==> config.mk <==
export PLATFORM = sky130hd
export DESIGN_NAME = serial_subtractor
export DESIGN_NICKNAME = d
export VERILOG_FILES = /design/src/rtl/serial_subtractor.sv
export SDC_FILE = /design/constraint.sdc
export NUM_CORES = 1
export LEC_CHECK = 0
export CORE_ASPECT_RATIO = 1.75
export CORE_MARGIN = 5
export CORE_UTILIZATION = 50
export CTS_CLUSTER_SIZE = 25
export DETAILED_ROUTE_END_ITERATION = 10
export GPL_TIMING_DRIVEN = 0
export HOLD_SLACK_MARGIN = 0.05
export PLACE_DENSITY = 0.78
export SKIP_CTS_REPAIR_TIMING = 1
export SLEW_MARGIN = 20
export SYNTH_ARGS = -nofsm -noshare
export SYNTH_HDL_FRONTEND = slang
export SYNTH_SLANG_ARGS = --single-unit
==> constraint.sdc <==
create_clock -name clk -period 3.4 [get_ports clk]
set_input_delay 0.68 -clock clk [delete_from_list [all_inputs] [get_ports clk]]
set_output_delay 0.68 -clock clk [all_outputs]
set_load 0.05 [all_outputs]
==> src/rtl/serial_subtractor.sv <==
// Bit-serial WIDTH-bit subtractor (diff = a - b), LSB first, one borrow flop, valid/ready in and out.
// Define SERIAL_SUB_OVF_EN to add the signed-overflow output ovf.
module serial_subtractor #(
   parameter int WIDTH = 8
) (
   input  logic             clk,
   input  logic             rst,
   input  logic             in_valid,
   output logic             in_ready,
   input  logic [WIDTH-1:0] a,
   input  logic [WIDTH-1:0] b,
   output logic             out_valid,
   input  logic             out_ready,
   output logic [WIDTH-1:0] diff,
`ifdef SERIAL_SUB_OVF_EN
   output logic             bout,
   output logic             ovf
`else
   output logic             bout
`endif
);

   localparam int CW = $clog2(WIDTH + 1);

   typedef enum logic [1:0] {
      S_IDLE,
      S_RUN,
      S_DONE
   } state_t;

   state_t           r_state;
   logic [WIDTH-1:0] r_a_sh;
   logic [WIDTH-1:0] r_b_sh;
   logic             r_br;
   logic [CW-1:0]    r_cnt;
   logic [WIDTH-1:0] r_diff;
   logic             r_bout;

   state_t           w_state_next;
   logic [WIDTH-1:0] w_a_sh_next;
   logic [WIDTH-1:0] w_b_sh_next;
   logic             w_br_next;
   logic [CW-1:0]    w_cnt_next;
   logic [WIDTH-1:0] w_diff_next;
   logic             w_bout_next;
   logic             w_d;
   logic             w_br_calc;
   logic             w_last;

`ifdef SERIAL_SUB_OVF_EN
   logic r_ovf;
   logic w_ovf_next;
   assign ovf = r_ovf;
`endif

   assign in_ready  = (r_state == S_IDLE) && !rst;
   assign out_valid = (r_state == S_DONE);
   assign diff      = r_diff;
   assign bout      = r_bout;

   assign w_d       = r_a_sh[0] ^ r_b_sh[0] ^ r_br;
   assign w_br_calc = (~r_a_sh[0] & r_b_sh[0]) | (~(r_a_sh[0] ^ r_b_sh[0]) & r_br);
   assign w_last    = (r_cnt == CW'(WIDTH - 1));

   always_comb begin
      w_state_next = r_state;
      w_a_sh_next  = r_a_sh;
      w_b_sh_next  = r_b_sh;
      w_br_next    = r_br;
      w_cnt_next   = r_cnt;
      w_diff_next  = r_diff;
      w_bout_next  = r_bout;
`ifdef SERIAL_SUB_OVF_EN
      w_ovf_next   = r_ovf;
`endif
      case (r_state)
         S_IDLE: begin
            if (in_valid) begin
               w_a_sh_next  = a;
               w_b_sh_next  = b;
               w_br_next    = 1'b0;
               w_cnt_next   = '0;
               w_state_next = S_RUN;
            end
         end
         S_RUN: begin
            w_a_sh_next = r_a_sh >> 1;
            w_b_sh_next = r_b_sh >> 1;
            w_br_next   = w_br_calc;
            w_diff_next = {w_d, r_diff[WIDTH-1:1]};
            w_cnt_next  = r_cnt + CW'(1);
            if (w_last) begin
               w_state_next = S_DONE;
               w_bout_next  = w_br_calc;
`ifdef SERIAL_SUB_OVF_EN
               // On the last bit a_sh[0]/b_sh[0] are the operand sign bits and w_d is the result sign.
               w_ovf_next   = (r_a_sh[0] ^ r_b_sh[0]) & (w_d ^ r_a_sh[0]);
`endif
            end
         end
         S_DONE: begin
            if (out_ready) begin
               w_state_next = S_IDLE;
            end
         end
         default: w_state_next = S_IDLE;
      endcase
   end

   always_ff @(posedge clk) begin
      if (rst) begin
         r_state <= S_IDLE;
         r_a_sh  <= '0;
         r_b_sh  <= '0;
         r_br    <= 1'b0;
         r_cnt   <= '0;
         r_diff  <= '0;
         r_bout  <= 1'b0;
`ifdef SERIAL_SUB_OVF_EN
         r_ovf   <= 1'b0;
`endif
      end else begin
         r_state <= w_state_next;
         r_a_sh  <= w_a_sh_next;
         r_b_sh  <= w_b_sh_next;
         r_br    <= w_br_next;
         r_cnt   <= w_cnt_next;
         r_diff  <= w_diff_next;
         r_bout  <= w_bout_next;
`ifdef SERIAL_SUB_OVF_EN
         r_ovf   <= w_ovf_next;
`endif
      end
   end

endmodule

Word level (Yosys, flattened, before mapping). Index checks and enable logic that the tools add are counted.

Register bits: 32. Latch bits: 0. Memories: 0. Bits in read-only memories: 0. Output and inout bits: 11. Bits in writable memories: 0. Bits of input ports: 20.

Reduce and logical (&&, ||, !) cells: 7. Equality and inequality tests: 6. Shift operators: 0. Order comparisons: 0. Add/sub/neg operators: 1. Mux-type cells: 12. Bitwise gates (word level): 7. Divide/modulo/power cells: 0. Multiply operators: 0.

Operator list (count): case mux 8 bit (2 select lines) (2); two-way mux 8 bit (2); case mux 4 bit (2 select lines) (1); two-way mux 2 bit (3); case mux 2 bit (3 select lines) (1); adder 4 x 1 -> 4 bit (second input constant) (1); == test 4 x 3 -> 1 bit (second input constant) (1); two-way mux 4 bit (1); inequality test 2 bit (second input constant) (2); AND reduction 2 bit (2); AND reduction 3 bit (1); AND 1 bit (2); == test 2 x 1 -> 1 bit (second input constant) (1); == test 2 bit (second input constant) (1); logical NOT 2 bit (1); inequality test 2 x 1 -> 1 bit (second input constant) (1); inverter 1 bit (2); case mux 1 bit (2 select lines) (1); nonzero test 2 bit (1); XOR 1 bit (2); logical AND 1 bit (1); logical NOT 1 bit (1); two-way mux 1 bit (1); bitwise OR 1 bit (1).

Logic depth before layout (Yosys ltp).
Depth in word-level cells: 5. Gate-level depth with buffers: 5. Gate-level depth less buffers: 4.

Worst setup path before layout. No wires, ideal clock.

Path type: input to output. From: in rst. To: out in_ready. Slack: 636 ps. Path buffers: 2. Arrival: 2084 ps. Cell stages on the path: 3. Data required time: 2720 ps. Cell sequence: clkbuf_1 > clkbuf_1 > nor3_1.

Longest elaborated chain between the ends: 2.

Ends and longest elaborated chain: start, declared (line 7) `input logic rst,`; logical NOT 1 bit (line 56) `assign in_ready = (r_state == S_IDLE) && !rst;`; logical AND 1 bit (line 56); end, declared (line 9) `output logic in_ready,`.

No other way between the ends.

Final worst setup path. Ends and elaborated chain as after synthesis.

==> impl_results.md <==
- Status: finished clean
- Final WS setup: around 570 ps
- Min-delay worst type: reg -> reg
- Core ar.: 2960 um2
- Slew HR: 0.665
- RD Place Congestion: between 0.8 and 0.9
- Die X-Extent: ~52 um
- Internal power: 0.621 mW
- R2r startpoint: r_cnt[0]
- Sequential share of power: 0.491
- Sequential share of the synthesized area: 0.412
- Clock Sinks: 32
- WL met2: about 2.2 mm
- Area growth syn-to-layout: 28.0%
- RSZ-0062 raised after global routing: false
- Measured slew at the worst slew-check pin: ~500 ps
- Cells after Synth: about 190
- Final hold violations: 0
- DR vias: 1469
- WL/cell: 14.2 um
- LEAKAGE: slightly below 0.8 nW
- Clock power share: 0.352
- Clk pin slew, worst setup/hold paths: around 70 ps
- Maximum root-to-sink buffer count: 2
- R2R cell count: 3
- Post-synthesis cell type count: 32
- Dpl ws: 571 ps
- CTS tree: done
- Max-cap violation count: 0
- Depth of the CTS H-tree: 2
- Syn_area_per_cell: approximately 8.1 um2
- Seq. cell area: ~640 um2
- Top-area cell type share of the netlist area: 0.412
- Antenna violations before repair: 0
- WL met1: between 1 and 1.5 mm
- Port Buffer Count: 29
- Layout cells sized above 1: 0.152
- Setup TNS: 0 ps
- Final Cell Area: 1990 um2
- DRT iter0 DRCs: 39
- # DRC: 0
- Top post-synthesis cells by count: a21oi_1, dfxtp_1, nor2_1
- Final #Nets: 251
- Top layer in use: met4
- Synth area leaders: dfxtp_1, a21oi_1, o221a_2
- R2R setup slack: ~2100 ps
- CTS Root Buffer Type: clkbuf_8
- Count of state elements after synthesis: 32
- Worst setup endpoint: in_ready
- Total CTS buffers: 5
- Post-route ant nets: 0
- Drt first pass iters: 4
- Post-synth EDFFs: 0
- First-pass GRT wire length: about 6.4 mm
- Die Ht: between 80 and 90 um
- Final worst-path cycle share: 0.833
- Crit path time final: roughly 2800 ps
- Max FO, Critical Path: 10
- Setup crit start kind: input pin
- Clock Latency Late Sink: between 200 and 300 ps
- Net Sw Frac: 0.261
- Routed vias/inst: ~5.4
- WL met3: 175 um
- Worst reg2reg endpoint: r_state[0]
- Maximum clock frequency: 353 MHz
- Syn_nets: 215
- Comb pwr share: 0.156
- Boundary Pins: 31
- WHS: 457 ps
- CP required: around 2700 ps
- Dominant synthesized flop cell: dfxtp_1
- Synth Cell Area: 1550 um2
- Gr usage total: 0.191
- Fillers: roughly 260
- Vias in the first global route: ~1500
- CP arrival: between 2000 and 2500 ps
- PwrDens: between 400 and 500 nW/um2
- Worst setup path class: in -> out
- Largest net degree at the start of global routing: 11
- Area after DPL: about 1900 um2
- Final Max Slew Viols: 0
- Initial Util: 0.525
- Worst Skew: 5.85 ps
- IR Drop Worst-Case VDD: a little under 0.4 mV
- Die area: between 4000 and 5000 um2
- Congestion Overflow GR: 0
- Critical Path Source: rst
- CP Capture Type: output port
- Total Routed Length: 3.86 mm
- Num rows: 26
- Most frequent cell after synthesis: a21oi_1
- Psw: 0.219 mW
- Finish-stage setup viols: 0
- Diodes inserted: 0
- Dpl hpwl: a little under 3 mm
- Yosys Warn Count: 0
- Post-synth top area cell: dfxtp_1
- Fraction of registers with async set/reset: 0
- Area of the multi-input gates: about 770 um2
-- cells in the final DEF (no fill, tap or decap), types with 2 or more instances in the layout --
cell type / Yosys / layout
a22oi_1: 2 / 2
clkdlybuf4s50_1: 0 / 29
nand2_1: 20 / 20
inv_1: 16 / 16
dfxtp_1: 32 / 32
a21oi_1: 37 / 37
o22ai_1: 2 / 2
buf_2: 7 / 7
o22a_1: 3 / 3
nand3_1: 2 / 2
o221a_2: 14 / 14
nor2_1: 27 / 27
clkinv_2: 0 / 2
clkbuf_8: 0 / 6
nor2b_1: 5 / 5
buf_4: 2 / 2
clkbuf_1: 6 / 6
-- worst max-delay path, cell delays in order --
cell and delay (ps):
clkbuf_1 250, clkbuf_1 410, nor3_1 80, clkdlybuf4s50_1 720
-- metrics by stage --
step,std cells,utilization,power (mW)
after floorplan,193,-,0.503
after global placement,264,0.641,0.545
after detailed placement,264,0.641,0.552
after CTS,272,0.672,0.852
after global routing,272,0.672,0.886
final,272,0.672,0.841
-- layout make-up --
type | count | area share
timing repair buffer | 29 | 0.146
multi-input combinational | 129 | 0.387
buffer | 16 | 0.0421
clock buffer | 6 | 0.0415
tap | 42 | 0.0264
inverter | 16 | 0.0302
sequential | 32 | 0.322
clock inverter | 2 | 0.00503
-- layer usage --
metal	global-route usage	vias to the layer above
met5	0	-
met3	0.0483	6
met2	0.340	44
li1	-	738
met1	0.192	681
met4	0.105	0
-- power by group through the flow --
stage          Combinational [mW]  Sequential [mW]  Clock [mW]
2_1_floorplan              0.0815            0.421           0
3_3_place_gp                0.126            0.419           0
6_report                    0.132            0.413       0.296
4_1_cts                     0.132            0.413       0.307
3_5_place_dp                0.131            0.421           0
5_1_grt                     0.143            0.415       0.327
-- kinds of logic (layout without fill, tap and decap cells) --
kind of cell / Yosys count / count (layout) / share of synthesized area
compound gates: 64 / 64 / 0.288
simple gates: 62 / 62 / 0.180
flops: 32 / 32 / 0.412
buf+inv: 32 / 69 / 0.0926
fa+ha+maj: 2 / 2 / 0.0209
mux: 1 / 1 / 0.00644
-- registers in the layout (all words and copies together), names as in the netlist --
register	count
r_state	2
r_a_sh	8
diff	8
bout	1
r_cnt	4
r_b_sh	8
r_br	1
-- worst min-delay path by stage --
| stage | end | depth (start not counted) | from | slack, ps |
|---|---|---|---|---|
| floorplan | r_a_sh[7] | 2 | r_a_sh[7] | 450 |
| global placement | diff[0] | 2 | diff[0] | 440 |
| detailed placement | diff[0] | 2 | diff[0] | 450 |
| CTS | diff[0] | 2 | diff[0] | 460 |
| global route | diff[0] | 2 | diff[0] | 490 |
| finish | diff[0] | 2 | diff[0] | 460 |
Note: power is estimated with default switching activity, not from simulation.
